[src/rtl/vault_if.sv]
// Handshake bundle between the vault sequencer and the puzzle phases / test driver.
interface vault_if #(
    parameter int unsigned NUM_PHASES = 5
);
    logic                  start;
    logic                  abort;
    logic [NUM_PHASES-1:0] phase_done;
    logic [NUM_PHASES-1:0] phase_fail;
    logic [NUM_PHASES-1:0] phase_rst;
    logic [NUM_PHASES-1:0] phase_en;
    logic [2:0]            cur_phase;
    logic [3:0]            fail_cnt;
    logic                  busy;
    logic                  vault_open;
    logic                  alarm;

    modport master (
        output start, abort, phase_done, phase_fail,
        input  phase_rst, phase_en, cur_phase, fail_cnt, busy, vault_open, alarm
    );

    modport slave (
        input  start, abort, phase_done, phase_fail,
        output phase_rst, phase_en, cur_phase, fail_cnt, busy, vault_open, alarm
    );
endinterface

[src/rtl/vault_sequencer.sv]
// Sequences the vault puzzle phases one at a time, with retry budget, lockout alarm and open flag.
// Phase controls and status flags are registered decodes of the current state.
module vault_sequencer #(
    parameter int unsigned NUM_PHASES     = 5,
    parameter int unsigned MAX_RETRIES    = 3,
    parameter int unsigned PHASE_TIMEOUT  = 64,
    parameter int unsigned RST_CYCLES     = 2,
    parameter int unsigned LOCKOUT_CYCLES = 100
) (
    input logic    clk,
    input logic    reset,
    vault_if.slave bus
);
    localparam logic [2:0] StIdle     = 3'd0;
    localparam logic [2:0] StRstPhase = 3'd1;
    localparam logic [2:0] StRun      = 3'd2;
    localparam logic [2:0] StAdvance  = 3'd3;
    localparam logic [2:0] StFail     = 3'd4;
    localparam logic [2:0] StOpen     = 3'd5;
    localparam logic [2:0] StLockout  = 3'd6;

    localparam int unsigned RstW   = (RST_CYCLES > 1) ? $clog2(RST_CYCLES) : 1;
    localparam int unsigned TimerW = (PHASE_TIMEOUT > 1) ? $clog2(PHASE_TIMEOUT) : 1;
    localparam int unsigned LockW  = (LOCKOUT_CYCLES > 1) ? $clog2(LOCKOUT_CYCLES) : 1;
    localparam int unsigned CntW0  = (RstW > TimerW) ? RstW : TimerW;
    localparam int unsigned CntW   = (CntW0 > LockW) ? CntW0 : LockW;

    logic [2:0]            state_q, state_d;
    logic [2:0]            cur_q, cur_d;
    logic [3:0]            fail_q, fail_d, fail_inc;
    logic [CntW-1:0]       cnt_q, cnt_d;
    logic                  active_done, active_fail;
    logic [NUM_PHASES-1:0] rst_d, en_d;
    logic                  busy_d, open_d, alarm_d;

    assign active_done = bus.phase_done[cur_q];
    assign active_fail = bus.phase_fail[cur_q];
    assign fail_inc    = (fail_q == 4'hf) ? 4'hf : fail_q + 4'd1;

    always_comb begin
        state_d = state_q;
        cur_d   = cur_q;
        fail_d  = fail_q;
        unique case (state_q)
            StIdle: begin
                if (bus.start) begin
                    state_d = StRstPhase;
                    cur_d   = 3'd0;
                    fail_d  = 4'd0;
                end
            end
            StRstPhase: begin
                if (cnt_q == CntW'(RST_CYCLES - 1)) state_d = StRun;
            end
            StRun: begin
                // A fail outranks a done seen in the same cycle.
                if (active_fail) state_d = StFail;
                else if (active_done) state_d = StAdvance;
                else if (cnt_q == CntW'(PHASE_TIMEOUT - 1)) state_d = StFail;
            end
            StAdvance: begin
                if (cur_q == 3'(NUM_PHASES - 1)) begin
                    state_d = StOpen;
                end else begin
                    cur_d   = cur_q + 3'd1;
                    state_d = StRstPhase;
                end
            end
            StFail: begin
                fail_d  = fail_inc;
                state_d = (32'(fail_inc) >= MAX_RETRIES) ? StLockout : StRstPhase;
            end
            StOpen: state_d = StOpen;
            StLockout: begin
                if (cnt_q == CntW'(LOCKOUT_CYCLES - 1)) begin
                    state_d = StIdle;
                    fail_d  = 4'd0;
                end
            end
            default: state_d = StIdle;
        endcase
        if (bus.abort) begin
            state_d = StIdle;
            cur_d   = 3'd0;
            fail_d  = 4'd0;
        end
        cnt_d = (state_d != state_q) ? '0 : cnt_q + CntW'(1);
    end

    always_comb begin
        rst_d   = '1;
        en_d    = '0;
        busy_d  = 1'b0;
        open_d  = 1'b0;
        alarm_d = 1'b0;
        if (!bus.abort) begin
            unique case (state_q)
                StRstPhase, StAdvance: busy_d = 1'b1;
                StRun: begin
                    busy_d       = 1'b1;
                    rst_d[cur_q] = 1'b0;
                    en_d[cur_q]  = 1'b1;
                end
                StOpen:    open_d  = 1'b1;
                StLockout: alarm_d = 1'b1;
                default: ;
            endcase
        end
    end

    always_ff @(posedge clk or posedge reset) begin
        if (reset) begin
            state_q        <= StIdle;
            cur_q          <= 3'd0;
            fail_q         <= 4'd0;
            cnt_q          <= '0;
            bus.phase_rst  <= '1;
            bus.phase_en   <= '0;
            bus.busy       <= 1'b0;
            bus.vault_open <= 1'b0;
            bus.alarm      <= 1'b0;
        end else begin
            state_q        <= state_d;
            cur_q          <= cur_d;
            fail_q         <= fail_d;
            cnt_q          <= cnt_d;
            bus.phase_rst  <= rst_d;
            bus.phase_en   <= en_d;
            bus.busy       <= busy_d;
            bus.vault_open <= open_d;
            bus.alarm      <= alarm_d;
        end
    end

    assign bus.cur_phase = cur_q;
    assign bus.fail_cnt  = fail_q;
endmodule

[src/flat_wrapper.sv]
// flat-port wrapper written by rule: the top's interface ports become plain ports
module vault_sequencer_flat 
#(
    parameter int unsigned NUM_PHASES     = 5,
    parameter int unsigned MAX_RETRIES    = 3,
    parameter int unsigned PHASE_TIMEOUT  = 64,
    parameter int unsigned RST_CYCLES     = 2,
    parameter int unsigned LOCKOUT_CYCLES = 100
)
  (clk, reset, bus_start, bus_abort, bus_phase_done, bus_phase_fail, bus_phase_rst, bus_phase_en, bus_cur_phase, bus_fail_cnt, bus_busy, bus_vault_open, bus_alarm);
  vault_if #(.NUM_PHASES(NUM_PHASES)) bus_i ();
  input logic clk;
  input logic reset;
  input wire logic [$bits(bus_i.start)-1:0] bus_start;
  input wire logic [$bits(bus_i.abort)-1:0] bus_abort;
  input wire logic [$bits(bus_i.phase_done)-1:0] bus_phase_done;
  input wire logic [$bits(bus_i.phase_fail)-1:0] bus_phase_fail;
  output wire logic [$bits(bus_i.phase_rst)-1:0] bus_phase_rst;
  output wire logic [$bits(bus_i.phase_en)-1:0] bus_phase_en;
  output wire logic [$bits(bus_i.cur_phase)-1:0] bus_cur_phase;
  output wire logic [$bits(bus_i.fail_cnt)-1:0] bus_fail_cnt;
  output wire logic [$bits(bus_i.busy)-1:0] bus_busy;
  output wire logic [$bits(bus_i.vault_open)-1:0] bus_vault_open;
  output wire logic [$bits(bus_i.alarm)-1:0] bus_alarm;
  assign bus_i.start = bus_start;
  assign bus_i.abort = bus_abort;
  assign bus_i.phase_done = bus_phase_done;
  assign bus_i.phase_fail = bus_phase_fail;
  assign bus_phase_rst = bus_i.phase_rst;
  assign bus_phase_en = bus_i.phase_en;
  assign bus_cur_phase = bus_i.cur_phase;
  assign bus_fail_cnt = bus_i.fail_cnt;
  assign bus_busy = bus_i.busy;
  assign bus_vault_open = bus_i.vault_open;
  assign bus_alarm = bus_i.alarm;
  vault_sequencer #(.NUM_PHASES(NUM_PHASES), .MAX_RETRIES(MAX_RETRIES), .PHASE_TIMEOUT(PHASE_TIMEOUT), .RST_CYCLES(RST_CYCLES), .LOCKOUT_CYCLES(LOCKOUT_CYCLES)) u_core (.clk(clk), .reset(reset), .bus(bus_i));
endmodule
[config.mk]
export PLATFORM = sky130hd
export DESIGN_NAME = vault_sequencer_flat
export DESIGN_NICKNAME = d
export VERILOG_FILES = /design/src/rtl/vault_if.sv /design/src/rtl/vault_sequencer.sv /design/src/flat_wrapper.sv
export SDC_FILE = /design/constraint.sdc
export NUM_CORES = 1
export LEC_CHECK = 0
export ABC_AREA = 1
export CAP_MARGIN = 10
export CORE_MARGIN = 5
export CORE_UTILIZATION = 26
export CTS_CLUSTER_DIAMETER = 40
export CTS_CLUSTER_SIZE = 28
export DETAILED_ROUTE_END_ITERATION = 16
export SKIP_CTS_REPAIR_TIMING = 1
export SLEW_MARGIN = 20
export SYNTH_ARGS = -nofsm -noshare
export SYNTH_HDL_FRONTEND = slang
export SYNTH_SLANG_ARGS = --single-unit
[constraint.sdc]
create_clock -name clk -period 3.46 [get_ports clk]
set_input_delay 0.346 -clock clk [delete_from_list [all_inputs] [get_ports clk]]
set_output_delay 0.346 -clock clk [all_outputs]
set_load 0.05 [all_outputs]
Word-level counts from Yosys, hierarchy flattened

Cells that the tools add are included.

Flip-flop bits (word level): 30
Bits in latches: 0
RAM bits: 0
Memory bits (read-only): 0
Bits of input ports: 14
Output and inout bits: 20
Logic and storage cells: 74
Memories kept: 0

$add $sub $neg: 3
$mul: 0
Div/mod/pow operators: 0
Magnitude comparators: 3
Equality and inequality tests: 15
Shift-type cells: 0
Multiplexer cells: 36
Bitwise operators: 1
Reductions and logical operators: 7

Operators with widths:

| operator                                                                      | count |
|---|---|
| 3-bit two-way mux                                                             | 12 |
| 3-bit case mux with 7 select lines                                            | 1 |
| 5-bit two-way mux                                                             | 4 |
| 4-bit two-way mux                                                             | 4 |
| 3-bit equality test (second input constant)                                   | 4 |
| 4-bit case mux with 3 select lines                                            | 1 |
| 1-bit two-way mux                                                             | 9 |
| 7-bit by 1-bit adder with 7-bit output (second input constant)                | 1 |
| 7-bit by 1-bit equality test with 1-bit output (second input constant)        | 1 |
| 7-bit by 6-bit equality test with 1-bit output (second input constant)        | 1 |
| 7-bit equality test (second input constant)                                   | 1 |
| 7-bit two-way mux                                                             | 1 |
| 1-bit binary-select mux with 3-bit select                                     | 2 |
| 3-bit by 2-bit equality test with 1-bit output (second input constant)        | 2 |
| 3-bit != test (second input constant)                                         | 2 |
| 3-bit case mux with 2 select lines                                            | 1 |
| 3-bit AND reduction                                                           | 2 |
| 5-bit NOT                                                                     | 1 |
| 4-bit by 1-bit adder with 4-bit output (second input constant)                | 1 |
| 4-bit equality test (second input constant)                                   | 1 |
| 4-bit by 2-bit >= comparator with 1-bit output (second input constant)        | 1 |
| 3-bit by 4-bit less-than comparator with 1-bit output (second input constant) | 1 |
| 4-bit nonzero test                                                            | 1 |
| 3-bit by 1-bit adder with 3-bit output (second input constant)                | 1 |
| 9 further kinds                                                               | 9 |

Depth between registers and ports, before layout

Word-level depth: 8
Depth in mapped cells: 15
Gate-level depth less buffers: 15

Least setup slack after synthesis

OpenSTA, ideal clock, no wires.

Path type: flip-flop to flip-flop
From: register u_core.fail_q[0], in the netlist u_core.bus.fail_cnt[0]
To: register u_core.cnt_q[0]
Setup time: 0.069 ns
Arrival time: 1.999 ns
Required time: 3.391 ns
Slack: 1.391 ns
Stages on the path, launching flop included: 16
Path buffers: 0
Period minus slack after synthesis: 2.069 ns
Cells stage by stage: dfrtp_1 -> ha_1 -> inv_1 -> nand2_1 -> nand3_1 -> nor2_2 -> nand2_1 -> nand2_1 -> nand2_1 -> nor2_2 -> nand2_1 -> nand2_1 -> nand2_1 -> nor2_2 -> nand2_4 -> nor2_2

Longest elaborated chain between the ends: 8
Elaborated cells on any way between the ends: 9
Those cells by class: add/sub: 1; order compare: 1; eq/ne: 2; mux: 5

RTL lines:

| what                                                                          | line                   | text |
|---|---|---|
| start, declared                                                               | vault_sequencer.sv:30  | `logic [3:0] fail_q, fail_d, fail_inc;` |
| start signal, assigned                                                        | vault_sequencer.sv:125 | `fail_q <= fail_d;` |
| 4-bit by 1-bit adder with 4-bit output or 4-bit equality test (tied branches) | vault_sequencer.sv:38  | `assign fail_inc = (fail_q == 4'hf) ? 4'hf : fail_q + 4'd1;` |
| 4-bit two-way mux *                                                           | vault_sequencer.sv:38  |  |
| 4-bit by 2-bit >= comparator with 1-bit output *                              | vault_sequencer.sv:71  | `state_d = (32'(fail_inc) >= MAX_RETRIES) ? StLockout : StRstPhase;` |
| 3-bit two-way mux *                                                           | vault_sequencer.sv:71  |  |
| 3-bit case mux with 7 select lines *                                          | vault_sequencer.sv:44  | `unique case (state_q)` |
| 3-bit two-way mux *                                                           | vault_sequencer.sv:82  | `if (bus.abort) begin` |
| 3-bit != test *                                                               | vault_sequencer.sv:87  | `cnt_d = (state_d != state_q) ? '0 : cnt_q + CntW'(1);` |
| 7-bit two-way mux *                                                           | vault_sequencer.sv:87  |  |
| net u_core.cnt_d[0]                                                           | vault_sequencer.sv:31  | `logic [CntW-1:0] cnt_q, cnt_d;` |
| end signal, assigned                                                          | vault_sequencer.sv:126 | `cnt_q <= cnt_d;` |
| end, declared                                                                 | vault_sequencer.sv:31  |  |

Mark *: on every way through the listed nets, which the timed path passes. The rest lies on a longest branch.
A chain may end at the register's enable or synchronous reset.

Worst setup path after layout

From: register u_core.cur_q[0], in the netlist u_core.bus.cur_phase[0]
To: output port bus_cur_phase[0]

RTL lines:

| what                   | line                   | text |
|---|---|---|
| start, declared        | vault_sequencer.sv:29  | `logic [2:0] cur_q, cur_d;` |
| start signal, assigned | vault_sequencer.sv:124 | `cur_q <= cur_d;` |
| end, declared          | flat_wrapper.sv:20     | `output wire logic [$bits(bus_i.cur_phase)-1:0] bus_cur_phase;` |

No word-level cell between the ends.

==> results.md <==
* Layout area overhead at 32.8%
* FF-to-FF Start: u_core.bus.fail_cnt[0]
* IO Pins at 34
* Total CTS buffers at 5
* Tot Pwr at roughly 1.1 mW
* Place WS at 1350 ps
* Slowest-stage cell, CP: clkdlybuf4s50_1
* CP Data Arrival Time at 1800 ps
* CTS H-tree depth at 2
* Rows at 29
* HPWL after DPL at 2.98 mm
* Die height at 91.8 µm
* IO buf count at 33
* Vias in the first global route at 1513
* Num Clock Sinks at 30
* Final period util at 0.620
* Mapped Cells at 223
* Detailed-route via count at 1526
* WHS at 461 ps
* Ys async rst share at 1.00
* EDFF count, synth at 0
* Maximum clock insertion buffer count at 2
* Largest net degree at the start of global routing at 31
* Worst reg2reg setup slack at about 1400 ps
* Worst EP required at 3110 ps
* Unrepaired setup endpoints after global routing: no
* FMAX at 466 MHz
* Vias per inst at 4.48
* Final WL at 3.81 mm
* First-pass GRT wire length at between 6 and 7 mm
* Nets at 282
* Routed Antenna Nets at 0
* Peak VDD IR at about 0.00017 V
* Initial core utilization at 0.271
* CP Launch Type: register
* RePlAce Congestion at 0.823
* Status: finished clean
* Ys Warns at 0
* PD cells at approximately 470 nW/µm²
* Core area at 6420 µm²
* Clk slew on worst S/H paths at 70 ps
* Die W at around 92 µm
* TritonCTS clock tree: done
* Commonest register cell after synthesis: dfrtp_1
* Final Core Density at 0.359
* Diode count at 0
* Drt first pass iters at 4
* Drt first-iter violations at 65
* Top cell type by total area after synthesis: dfrtp_1
* Min Tclk post-route at 2140 ps
* Antenna violations before repair at 0
* Mapped Avg Cell Area at 7.79 µm²
* Worst-margin pin slew at roughly 610 ps
* Die ar. at 8420 µm²
* Worst-case clock skew at 8.84 ps
* Cell Area, Synth at ~1700 µm²
* Slew HR at 0.590
* Clk root buf: clkbuf_8
* Critical path origin: u_core.bus.cur_phase[0]
* Final setup vio count at 0
* CP delay by family, top: buffers and inverters
* Fin worst setup slack at 1320 ps
* Worst path max stage delay at roughly 900 ps
* Final hold vios at 0
* Layout cells sized above 1 at 0.189
* Max-cap violations at 0
* Yosys cell types at 29
* Post-route DRC at 0
* LEAKAGE at 1.07 nW
* Remaining Overflow, GRT at 0
* Final number of max-transition violations at 0
* Synth top area cells: dfrtp_1 36%, dfstp_2 7.6%, inv_1 7.1%
* DR WL/cell at 11.2 µm
* Worst-skew pair later-pin latency at 290 ps
* R2r endpoint: u_core.cnt_q[3]
* Synthesis-stage register bit count at 30
* Mapped Nets at 242
* Synth top area share at 0.360
* Type of the worst min-delay path: in -> async
* Register area share after synthesis at 0.436
* WS Path Type: reg -> out
* Worst r2r path cells at 14
* CP Max Fanout at 11
* Cell Chain, Critical Path: clkdlybuf4s50_1
* GR Util All Layers at 0.100
* WP buf/inv at 1
* Post-route setup TNS at 0 ps
* Endpoint class of the critical path: output pin
## state kept, by name, indices dropped and copies added (netlist names)
register	count
u_core.cnt_q	7
u_core.bus.phase_en	5
u_core.state_q	3
u_core.bus.cur_phase	3
u_core.bus.vault_open	1
u_core.bus.fail_cnt	4
u_core.bus.alarm	1
u_core.bus.phase_rst	5
u_core.bus.busy	1
## cell usage in the layout (no fill, tap or decap), types with 4 or more instances in the layout
cell,instances
dfrtp_1,25
nor2_2,16
inv_2,9
nand4_1,4
clkbuf_8,6
clkdlybuf4s50_1,33
inv_1,32
nand3_1,24
nor2_1,28
dfstp_2,5
ha_1,5
o21ai_0,5
nand2_1,33
a21oi_1,9
## Yosys cell counts (3+ instances only)
cell type / number
inv_1: 33
nand2_1: 33
nor2_1: 28
dfrtp_1: 25
nand3_1: 24
nor2_2: 16
a21oi_1: 9
inv_2: 8
dfstp_2: 5
ha_1: 5
o21ai_0: 5
nand4_1: 4
nand2_2: 3
o22ai_1: 3
xnor2_1: 3
## final cells by class
cell class | count | area (µm²)
clock inverters | 2 | 60.1
fillers | 675 | 4120
flip-flops and latches | 30 | 757
multi-input cells | 149 | 810
well taps | 77 | 96.3
repair buffers | 34 | 338
clock buffers | 6 | 82.6
inverters | 43 | 164
## metal layers
metal  up-vias  GRT usage  routed length [µm]
li1        776          -                   -
met1       714      0.120                1730
met2        27      0.159                1790
met3         9     0.0360                 193
met4         0     0.0483                  94
met5         -          0                   0
## worst max-delay path by stage
stage | to | cells after the start
finish | bus_cur_phase[0] | 1
global route | u_core.cnt_q[2] | 14
CTS | bus_cur_phase[0] | 1
detailed placement | u_core.bus.cur_phase[2] | 7
global placement | u_core.bus.cur_phase[0] | 7
floorplan | u_core.cnt_q[0] | 15
## power by group
part	switching (mW)	internal [mW]	leakage, nW
Combinational	0.146	0.0882	0.605
Sequential	0.0303	0.375	0.397
Clock	0.136	0.307	0.0714
## kinds of logic (layout without fill, tap and decap cells)
group	Yosys count	after routing	share of synthesized area
fa+ha+maj	5	5	0.0360
buf+inv	44	85	0.0986
compound gates	21	21	0.0677
simple gates	117	117	0.331
xor+xnor	5	5	0.0252
flops	30	30	0.436
mux	1	1	0.00576
## stage by stage
stage,cell area [µm²],std cells
final,2310,341
after global routing,2310,341
after CTS,2310,341
after detailed placement,2160,333
after global placement,2160,333
after floorplan,1740,223
Note: power is estimated with default switching activity, not from simulation.
